===== config.mk =====
export PLATFORM = sky130hd
export DESIGN_NAME = coin_collect_ctrl
export DESIGN_NICKNAME = d
export VERILOG_FILES = /design/src/rtl/game_pkg.sv /design/src/rtl/bcd_counter2.sv /design/src/rtl/coin_collect_ctrl.sv
export SDC_FILE = /design/constraint.sdc
export NUM_CORES = 1
export LEC_CHECK = 0
export BUFFER_PORTS_ARGS = -buffer_cell sky130_fd_sc_hd__clkbuf_2
export CAP_MARGIN = 20
export CORE_MARGIN = 2
export CORE_UTILIZATION = 55
export DETAILED_ROUTE_END_ITERATION = 8
export PLACE_DENSITY = 0.87
export SLEW_MARGIN = 10
export SYNTH_ARGS = -nofsm -noshare
export SYNTH_HDL_FRONTEND = slang
export SYNTH_SLANG_ARGS = --single-unit

===== constraint.sdc =====
create_clock -name clk -period 4.8 [get_ports clk]
set_input_delay 1.44 -clock clk [delete_from_list [all_inputs] [get_ports clk]]
set_output_delay 1.44 -clock clk [all_outputs]
set_load 0.03 [all_outputs]

===== src/rtl/game_pkg.sv =====
// Shared game constants, tile codes, coin FSM states and the LFSR step.
// Used by the coin collection controller and its BCD counter.
package game_pkg;

    localparam logic [2:0] SKY = 3'd1;
    localparam logic [2:0] TKN = 3'd4;

    localparam int BLOCK_WIDTH  = 40;
    localparam int SCREEN_WIDTH = 640;
    localparam int COLS         = SCREEN_WIDTH / BLOCK_WIDTH;

    // x^8+x^6+x^5+x^4+1 as Fibonacci taps on bits 7,5,4,3
    localparam logic [7:0] LFSR_SEED = 8'hA5;
    localparam logic [7:0] LFSR_TAPS = 8'hB8;

    typedef enum logic [1:0] {
        IDLE,
        CLEAR,
        WAIT,
        PLACE
    } coin_state_t;

    function automatic logic [7:0] lfsr_step(input logic [7:0] cur);
        return {cur[6:0], ^(cur & LFSR_TAPS)};
    endfunction

endpackage


===== src/rtl/bcd_counter2.sv =====
// Two-digit BCD up-counter with a one-cycle pulse on the 99 -> 00 wrap.
// Increments once per cycle that inc is high.
module bcd_counter2 (
    input  logic       clk,
    input  logic       reset,
    input  logic       inc,
    output logic [7:0] count,
    output logic       wrap
);

    // Units roll into tens; tens rolling over raises wrap for one cycle
    always_ff @(posedge clk) begin
        if (reset) begin
            count <= 8'h00;
            wrap  <= 1'b0;
        end else begin
            wrap <= 1'b0;
            if (inc) begin
                if (count[3:0] == 4'd9) begin
                    count[3:0] <= 4'd0;
                    if (count[7:4] == 4'd9) begin
                        count[7:4] <= 4'd0;
                        wrap       <= 1'b1;
                    end else begin
                        count[7:4] <= count[7:4] + 4'd1;
                    end
                end else begin
                    count[3:0] <= count[3:0] + 4'd1;
                end
            end
        end
    end

endmodule


===== src/rtl/coin_collect_ctrl.sv =====
// Coin collection controller: clears a touched coin, counts it in BCD,
// and after a delay respawns it at a pseudo-random tile.
module coin_collect_ctrl
    import game_pkg::*;
#(
    parameter int COIN_ROW_MIN   = 3,
    parameter int COIN_ROW_MAX   = 8,
    parameter int RESPAWN_CYCLES = 25000000,
    parameter int INIT_X         = 5,
    parameter int INIT_Y         = 6
) (
    input  logic        clk,
    input  logic        reset,
    input  logic        touch,
    output logic [31:0] coin_x,
    output logic [31:0] coin_y,
    output logic        coin_active,
    output logic        map_wr_req,
    output logic [31:0] map_wr_x,
    output logic [31:0] map_wr_y,
    output logic [2:0]  map_wr_tile,
    input  logic        map_wr_ack,
    output logic [7:0]  coin_count_bcd,
    output logic        lives_up
);

    localparam int XSPAN = COLS - 2;
    localparam int YSPAN = COIN_ROW_MAX - COIN_ROW_MIN + 1;

    coin_state_t state;
    logic        touch_q;
    logic [7:0]  lfsr;
    logic [7:0]  lfsr_next;
    logic [31:0] cnt;
    logic [31:0] new_x;
    logic [31:0] new_y;
    logic        clear_done;

    // Respawn position keeps the coin off the border columns
    always_comb begin
        lfsr_next = lfsr_step(lfsr);
        new_x = 32'd1 + (32'(lfsr_next[3:0]) % 32'(XSPAN));
        new_y = 32'(COIN_ROW_MIN)
              + (32'(lfsr_next[7:4]) % 32'(YSPAN));
        clear_done = (state == CLEAR) && map_wr_req && map_wr_ack;
    end

    bcd_counter2 u_count (
        .clk   (clk),
        .reset (reset),
        .inc   (clear_done),
        .count (coin_count_bcd),
        .wrap  (lives_up)
    );

    // Collect / clear / wait / place sequencer with registered outputs
    always_ff @(posedge clk) begin
        if (reset) begin
            state       <= IDLE;
            coin_x      <= 32'(INIT_X);
            coin_y      <= 32'(INIT_Y);
            coin_active <= 1'b1;
            map_wr_req  <= 1'b0;
            map_wr_x    <= 32'd0;
            map_wr_y    <= 32'd0;
            map_wr_tile <= 3'd0;
            touch_q     <= 1'b0;
            lfsr        <= LFSR_SEED;
            cnt         <= 32'd0;
        end else begin
            touch_q <= touch;
            unique case (state)
                IDLE: begin
                    if (touch && !touch_q) begin
                        state       <= CLEAR;
                        map_wr_req  <= 1'b1;
                        map_wr_x    <= coin_x;
                        map_wr_y    <= coin_y;
                        map_wr_tile <= SKY;
                        coin_active <= 1'b0;
                    end
                end
                CLEAR: begin
                    if (map_wr_req && map_wr_ack) begin
                        map_wr_req <= 1'b0;
                        cnt        <= 32'(RESPAWN_CYCLES - 1);
                        state      <= WAIT;
                    end
                end
                WAIT: begin
                    if (cnt == 32'd0) begin
                        state       <= PLACE;
                        lfsr        <= lfsr_next;
                        map_wr_req  <= 1'b1;
                        map_wr_x    <= new_x;
                        map_wr_y    <= new_y;
                        map_wr_tile <= TKN;
                    end else begin
                        cnt <= cnt - 32'd1;
                    end
                end
                PLACE: begin
                    if (map_wr_req && map_wr_ack) begin
                        map_wr_req  <= 1'b0;
                        coin_x      <= map_wr_x;
                        coin_y      <= map_wr_y;
                        coin_active <= 1'b1;
                        touch_q     <= 1'b0;
                        state       <= IDLE;
                    end
                end
                default: state <= IDLE;
            endcase
        end
    end

endmodule


==> flow_metrics.tcl, run 1 <==
set metrics [dict create \
    status "complete, no violations" \
    cp.arrival_ns 4.05 \
    wl_mm 21.4 \
    cts_hold_buf 0 \
    finalSetupTns_ns 0 \
    num_antenna_cells 0 \
    tightestPinTransition_ns 1.02 \
    cts_repair_resize_count 0 \
    crit_slowest_cell "dfxtp_1" \
    areaGrowthSynthToFinish_pct 17.3 \
    fp.coreArea_mm2 0.0144 \
    syn-cell-area_mm2 0.00799 \
    hold_path_class "reg -> reg" \
    first_iter_violations 872 \
    synth_nets 1026 \
    first_global_vias 7075 \
    path_clk_slew_ns 0.07 \
    dp_hpwl_mm 13.7 \
    drive_above_1_share 0.184 \
    drc 0 \
    whs_ns 0.470 \
    ctsRootBufferMaster "clkbuf_16" \
    grt.overflow.total 0 \
    syn_inst 1010 \
    start_util 0.556 \
    post-cts-setup-buffer-count 0 \
    synth_edf_count 0 \
    cts_tree "yes" \
    power_density_mw_per_mm2 534 \
    pin_count 146 \
    cts.sinks 184 \
    wl_per_cell_um 16.4 \
    finalNetCount 1125 \
    cp_slowest_stage_delay_ns 0.68 \
    fmax_mhz 271 \
    place_area_mm2 0.00875 \
    report.final.slew_viol_count 0 \
    htreeDepth 4 \
    die_area_mm2 0.0155 \
    fin_crit_ns 3.69 \
    ys_seq_area_frac 0.461 \
    rsz0062_at_grt "no" \
    clock_skew_ns 0.00694 \
    gp_congestion 0.916 \
    start_kind "register" \
    die_x_um 124 \
    ys_ff_latch 184 \
    cts_inserted_buffers 17 \
    path_max_fanout 19 \
    fin_area_mm2 0.00937 \
    synthDistinctLibCells 60 \
    end_kind "register" \
    firstDrtPassIters 5 \
    clk_path_buf_depth 2 \
    cp.required_ns 5.15 \
    grt_max_degree 113 \
    synth_ff_type "dfxtp_1" \
    synthArstFlopShare 0 \
    die_h_um 124 \
    max-vdd-ir-drop_mv 0.308 \
    vias 7913 \
    grt_pass1_wl_mm 35.4 \
    antenna_found_initial 0 \
    yosys_warnings 0 \
    fin_ws_ns 1.11 \
    slew_headroom 0.319 \
    pre_cts_ws_ns 1.21 \
    rows 44 \
    syn_avg_cell_area_um2 7.91 \
    viasPerCell 6.06 \
    setup_viol 0 \
    grt_usage 0.273 \
    leakage_uw 0.00357 \
    path_cells "inv_1, ha_1, nor2_1, inv_1, o21ai_0, a21o_1, ha_1, nor2_1, or4b_1, a311oi_1, a22oi_1, o22ai_1" \
    total_power_uw 5000 \
    hold_viol 0 \
    io_buffers 144 \
    fin_crit_sh 0.769 \
    critPathKind "reg -> reg" \
    clock_latency_ns 0.43 \
    ant_nets 0 \
    fillers 1144 \
    maxCapViolations 0 \
]
==> per-layer routing <==
| metal | share of wire | wire length [um] | global-route usage |
|---|---|---|---|
| met4 | 0.029 | 625 | 0.107 |
| met3 | 0.075 | 1610 | 0.0533 |
| met1 | 0.43 | 9180 | 0.371 |
| met2 | 0.47 | 10000 | 0.432 |
| met5 | 0 | 0 | 0 |
==> cell type report <==
class | count | area, um2 | share of cell area
clock buffer | 17 | 425 | 0.0454
timing repair buffer | 158 | 848 | 0.0906
tap | 184 | 230 | 0.0246
multi-input combinational | 732 | 3960 | 0.422
clock inverter | 15 | 163 | 0.0174
sequential | 184 | 3680 | 0.393
inverter | 16 | 60.1 | 0.00641
==> flip-flops by register name, indices dropped and copies added (netlist names) <==
signal	cells
map_wr_y	32
cnt	32
u_count.count	8
map_wr_tile	2
touch_q	1
coin_y	32
state	2
map_wr_req	1
u_count.wrap	1
lfsr	8
map_wr_x	32
coin_active	1
coin_x	32
==> metrics by stage <==
stage / utilization / instances
CTS: 0.650 / 1305
detailed placement: 0.609 / 1273
floorplan: - / 1010
global placement: 0.609 / 1273
global route: 0.652 / 1306
finish: 0.652 / 1306
==> cells by family after synthesis <==
logic type,share of synthesized area
and+or+nand+nor,0.262
AOI/OAI and AO/OA,0.199
DFF,0.461
buffers and inverters,0.0458
adders and majority gates,0.0188
xor gates and xnor gates,0.0110
other,0.000470
muxes,0.00125
==> synthesized netlist by cell type, types with 12 or more instances <==
cell,instances,area [um2]
a21oi_1,113,566
a31oi_1,58,363
buf_1,12,45.0
clkbuf_1,60,225
dfxtp_1,184,3680
ha_1,12,150
inv_1,15,56.3
nand2_1,227,852
nand3_1,84,420
nor2_1,19,71.3
o21ai_0,22,110
o21ai_1,13,65.1
o31ai_1,15,113
or3_1,21,131
or4_1,16,120
==> report_power, final <==
part | internal (uW) | leakage [uW] | switching (uW)
logic | 588 | 0.00179 | 1160
clock network | 739 | 0.000290 | 650
registers | 1670 | 0.00149 | 191
==> worst max-delay path: cells and delay by family (launching register included) <==
kind | cells | cell delay [ns]
AND/OR/NAND/NOR | 3 | 0.85
flip-flops | 1 | 0.68
adder cells (fa/ha/maj) | 2 | 0.55
buffers and inverters | 2 | 0.44
AO/OA/AOI/OAI | 5 | 1.09
==> path summary, 6_finish.rpt <==
kind	start	end	slack [ns]	cells past startpoint
hold / removal	coin_y[9]	coin_y[9]	0.47	2
setup reg to reg	lfsr[4]	map_wr_y[7]	1.11	12
setup / recovery	lfsr[4]	map_wr_y[7]	1.11	12
hold reg to reg	coin_y[9]	coin_y[9]	0.47	2
==> cells in the final DEF, fill, tap and decap left out, types with 9 or more instances in the layout <==
cell         n
inv_1       15
nand2_1    227
clkbuf_2   143
o21ai_0     22
o31ai_1     15
buf_4       14
ha_1        12
dfxtp_1    184
nor3_1       9
o21ai_1     13
nand2b_1    10
a31oi_1     58
nand4_1     10
nor2_1      18
or4_1       16
or3_1       21
clkbuf_16   17
a21oi_1    113
nand3_1     83
No activity file was read; power rests on OpenSTA's default activity.
==> run 2, diff against run 1 <==
CORE_UTILIZATION = 50   (was 55)
PLACE_DENSITY = 0.84   (was 0.87)
clock period = 3.2 ns   (was 4.8 ns; I/O delays follow)
==> run 2 against run 1 <==
Net effect: sequential power increased by 48%; worst hold slack got worse by 0.0043 ns; clock-buffer cell count increased by 2; critical endpoint is now map_wr_y[6].
==> flow_metrics.tcl, run 2 (same netlist as run 1, synthesis figures left out) <==
set metrics [dict create \
    status "complete, no violations" \
    worstReg2RegStart "lfsr[4]" \
    fin_crit_ns 2.97 \
    grt_max_degree 71 \
    whs_ns 0.466 \
    end_kind "register" \
    firstDrtPassIters 5 \
    htreeDepth 4 \
    fmax_mhz 337 \
    maxCapViolations 0 \
    clock_latency_ns 0.44 \
    highest_layer "met4" \
    max-vdd-ir-drop_mv 0.525 \
    wl_mm 22.4 \
    vias 7916 \
    cts_tree "yes" \
    r2r_end "map_wr_y[6]" \
    dp_hpwl_mm 14.5 \
    slew_headroom 0.423 \
    cp.buffers_inverters 3 \
    cp.arrival_ns 3.27 \
    die_x_um 130 \
    gp_congestion 0.936 \
    hold-path-endpoint "coin_y[7]" \
    final_core_utilization 0.608 \
    tightestPinTransition_ns 0.865 \
    hold_depth 2 \
    path_clk_slew_ns 0.07 \
    layout_commonest_cell "nand2_1" \
    mostFrequentLayoutCells "nand2_1 (227), dfxtp_1 (184), clkbuf_2 (143), a21oi_1 (113), nand3_1 (83)" \
    drc 0 \
    min_from "coin_y[7]" \
    report.final.slew_viol_count 0 \
    finalSetupTns_ns 0 \
    first_iter_violations 755 \
    fp.coreArea_mm2 0.0158 \
    total_power_uw 7790 \
    crit_slowest_cell "or4b_1" \
    rows 46 \
    cts_inserted_buffers 17 \
    placed_cells 1321 \
    hold_viol 0 \
    critPathKind "reg -> reg" \
    fillers 1388 \
    first_global_vias 6930 \
    rsz0062_at_grt "no" \
    fin_crit_sh 0.928 \
    clk_path_buf_depth 2 \
    start_kind "register" \
    grt_pass1_wl_mm 34.9 \
    ant_nets 0 \
    num_antenna_cells 0 \
    grt_usage 0.256 \
    viasPerCell 5.86 \
    cp.required_ns 3.50 \
    cts.sinks 184 \
    path_delay_family "simple AND/OR/NAND/NOR gates" \
    hold_path_class "reg -> reg" \
    finalNetCount 1140 \
    wl_met3_mm 1.48 \
    reg2reg_depth 11 \
    ctsRootBufferMaster "clkbuf_16" \
    drt-met1-wl_mm 9.67 \
    antenna_found_initial 0 \
    leakage_uw 0.00366 \
    cp.depth 11 \
    grt.overflow.total 0 \
    rrSetupSlack_ns 0.23 \
    wl_per_cell_um 16.6 \
    pin_count 146 \
    setup_viol 0 \
    io_buffers 144 \
    path_cells "buf_4, ha_1, nor2_1, inv_1, buf_4, ha_1, nor2_1, or4b_1, a311oi_2, a211o_1, a31oi_1" \
    cp_slowest_stage_delay_ns 0.57 \
    wl_met2_mm 10.7 \
    clock_skew_ns 0.0117 \
    drive_above_1_share 0.194 \
    power_density_mw_per_mm2 813 \
    fin_cells 1352 \
    start_util 0.506 \
    die_h_um 130 \
    path_max_fanout 10 \
    areaGrowthSynthToFinish_pct 20.0 \
    die_area_mm2 0.0170 \
]
## run 2: area by class of cell
type / count / area (um2) / share of cell area
Clock inverter: 12 / 168 / 0.0175
Clock buffer: 19 / 433 / 0.0452
Inverter: 16 / 60.1 / 0.00627
Timing Repair Buffer: 173 / 1000 / 0.105
Tap cell: 216 / 270 / 0.0282
Multi-Input combinational cell: 732 / 3970 / 0.414
Sequential cell: 184 / 3680 / 0.384
## run 2: power by group
group,internal [uW],switching [uW]
sequential,2510,249
clock,1240,933
combinational,998,1860
## run 2: worst max-delay path by stage
stage | to | from | slack, ns
floorplan | map_wr_y[5] | lfsr[4] | 0.03
global placement | cnt[27] | map_wr_ack | 0.31
detailed placement | cnt[27] | map_wr_ack | 0.24
CTS | map_wr_y[5] | lfsr[4] | 0.26
global route | map_wr_y[6] | lfsr[4] | 0.07
finish | map_wr_y[6] | lfsr[4] | 0.23
## run 2: tightest hold or removal path, stage by stage (launching register included)
cell	delay, ns
dfxtp_1	0.32
nand2_1	0.05
a21oi_1	0.05
## run 2: routing by layer
metal,track usage,up-vias
li1,-,3830
met1,0.331,3756
met2,0.418,286
met3,0.0631,44
met4,0.0907,0
met5,0,-
## run 2: what timing repair did
| action | 4_1_cts | 5_1_grt |
|---|---|---|
| setup buffers | 0 | 0 |
| setup endpoints to repair | 0 | 1 |
| resized for setup | 0 | 1 |
| hold buffers | 0 | 0 |
| hold endpoints to repair | 0 | 0 |
## run 2: metrics by stage
step,setup slack (ns),cell area [um2]
3_5_place_dp,0.244,8980
3_3_place_gp,0.312,8980
4_1_cts,0.258,9580
5_1_grt,0.0665,9590
6_report,0.231,9590
2_1_floorplan,0.0263,7990
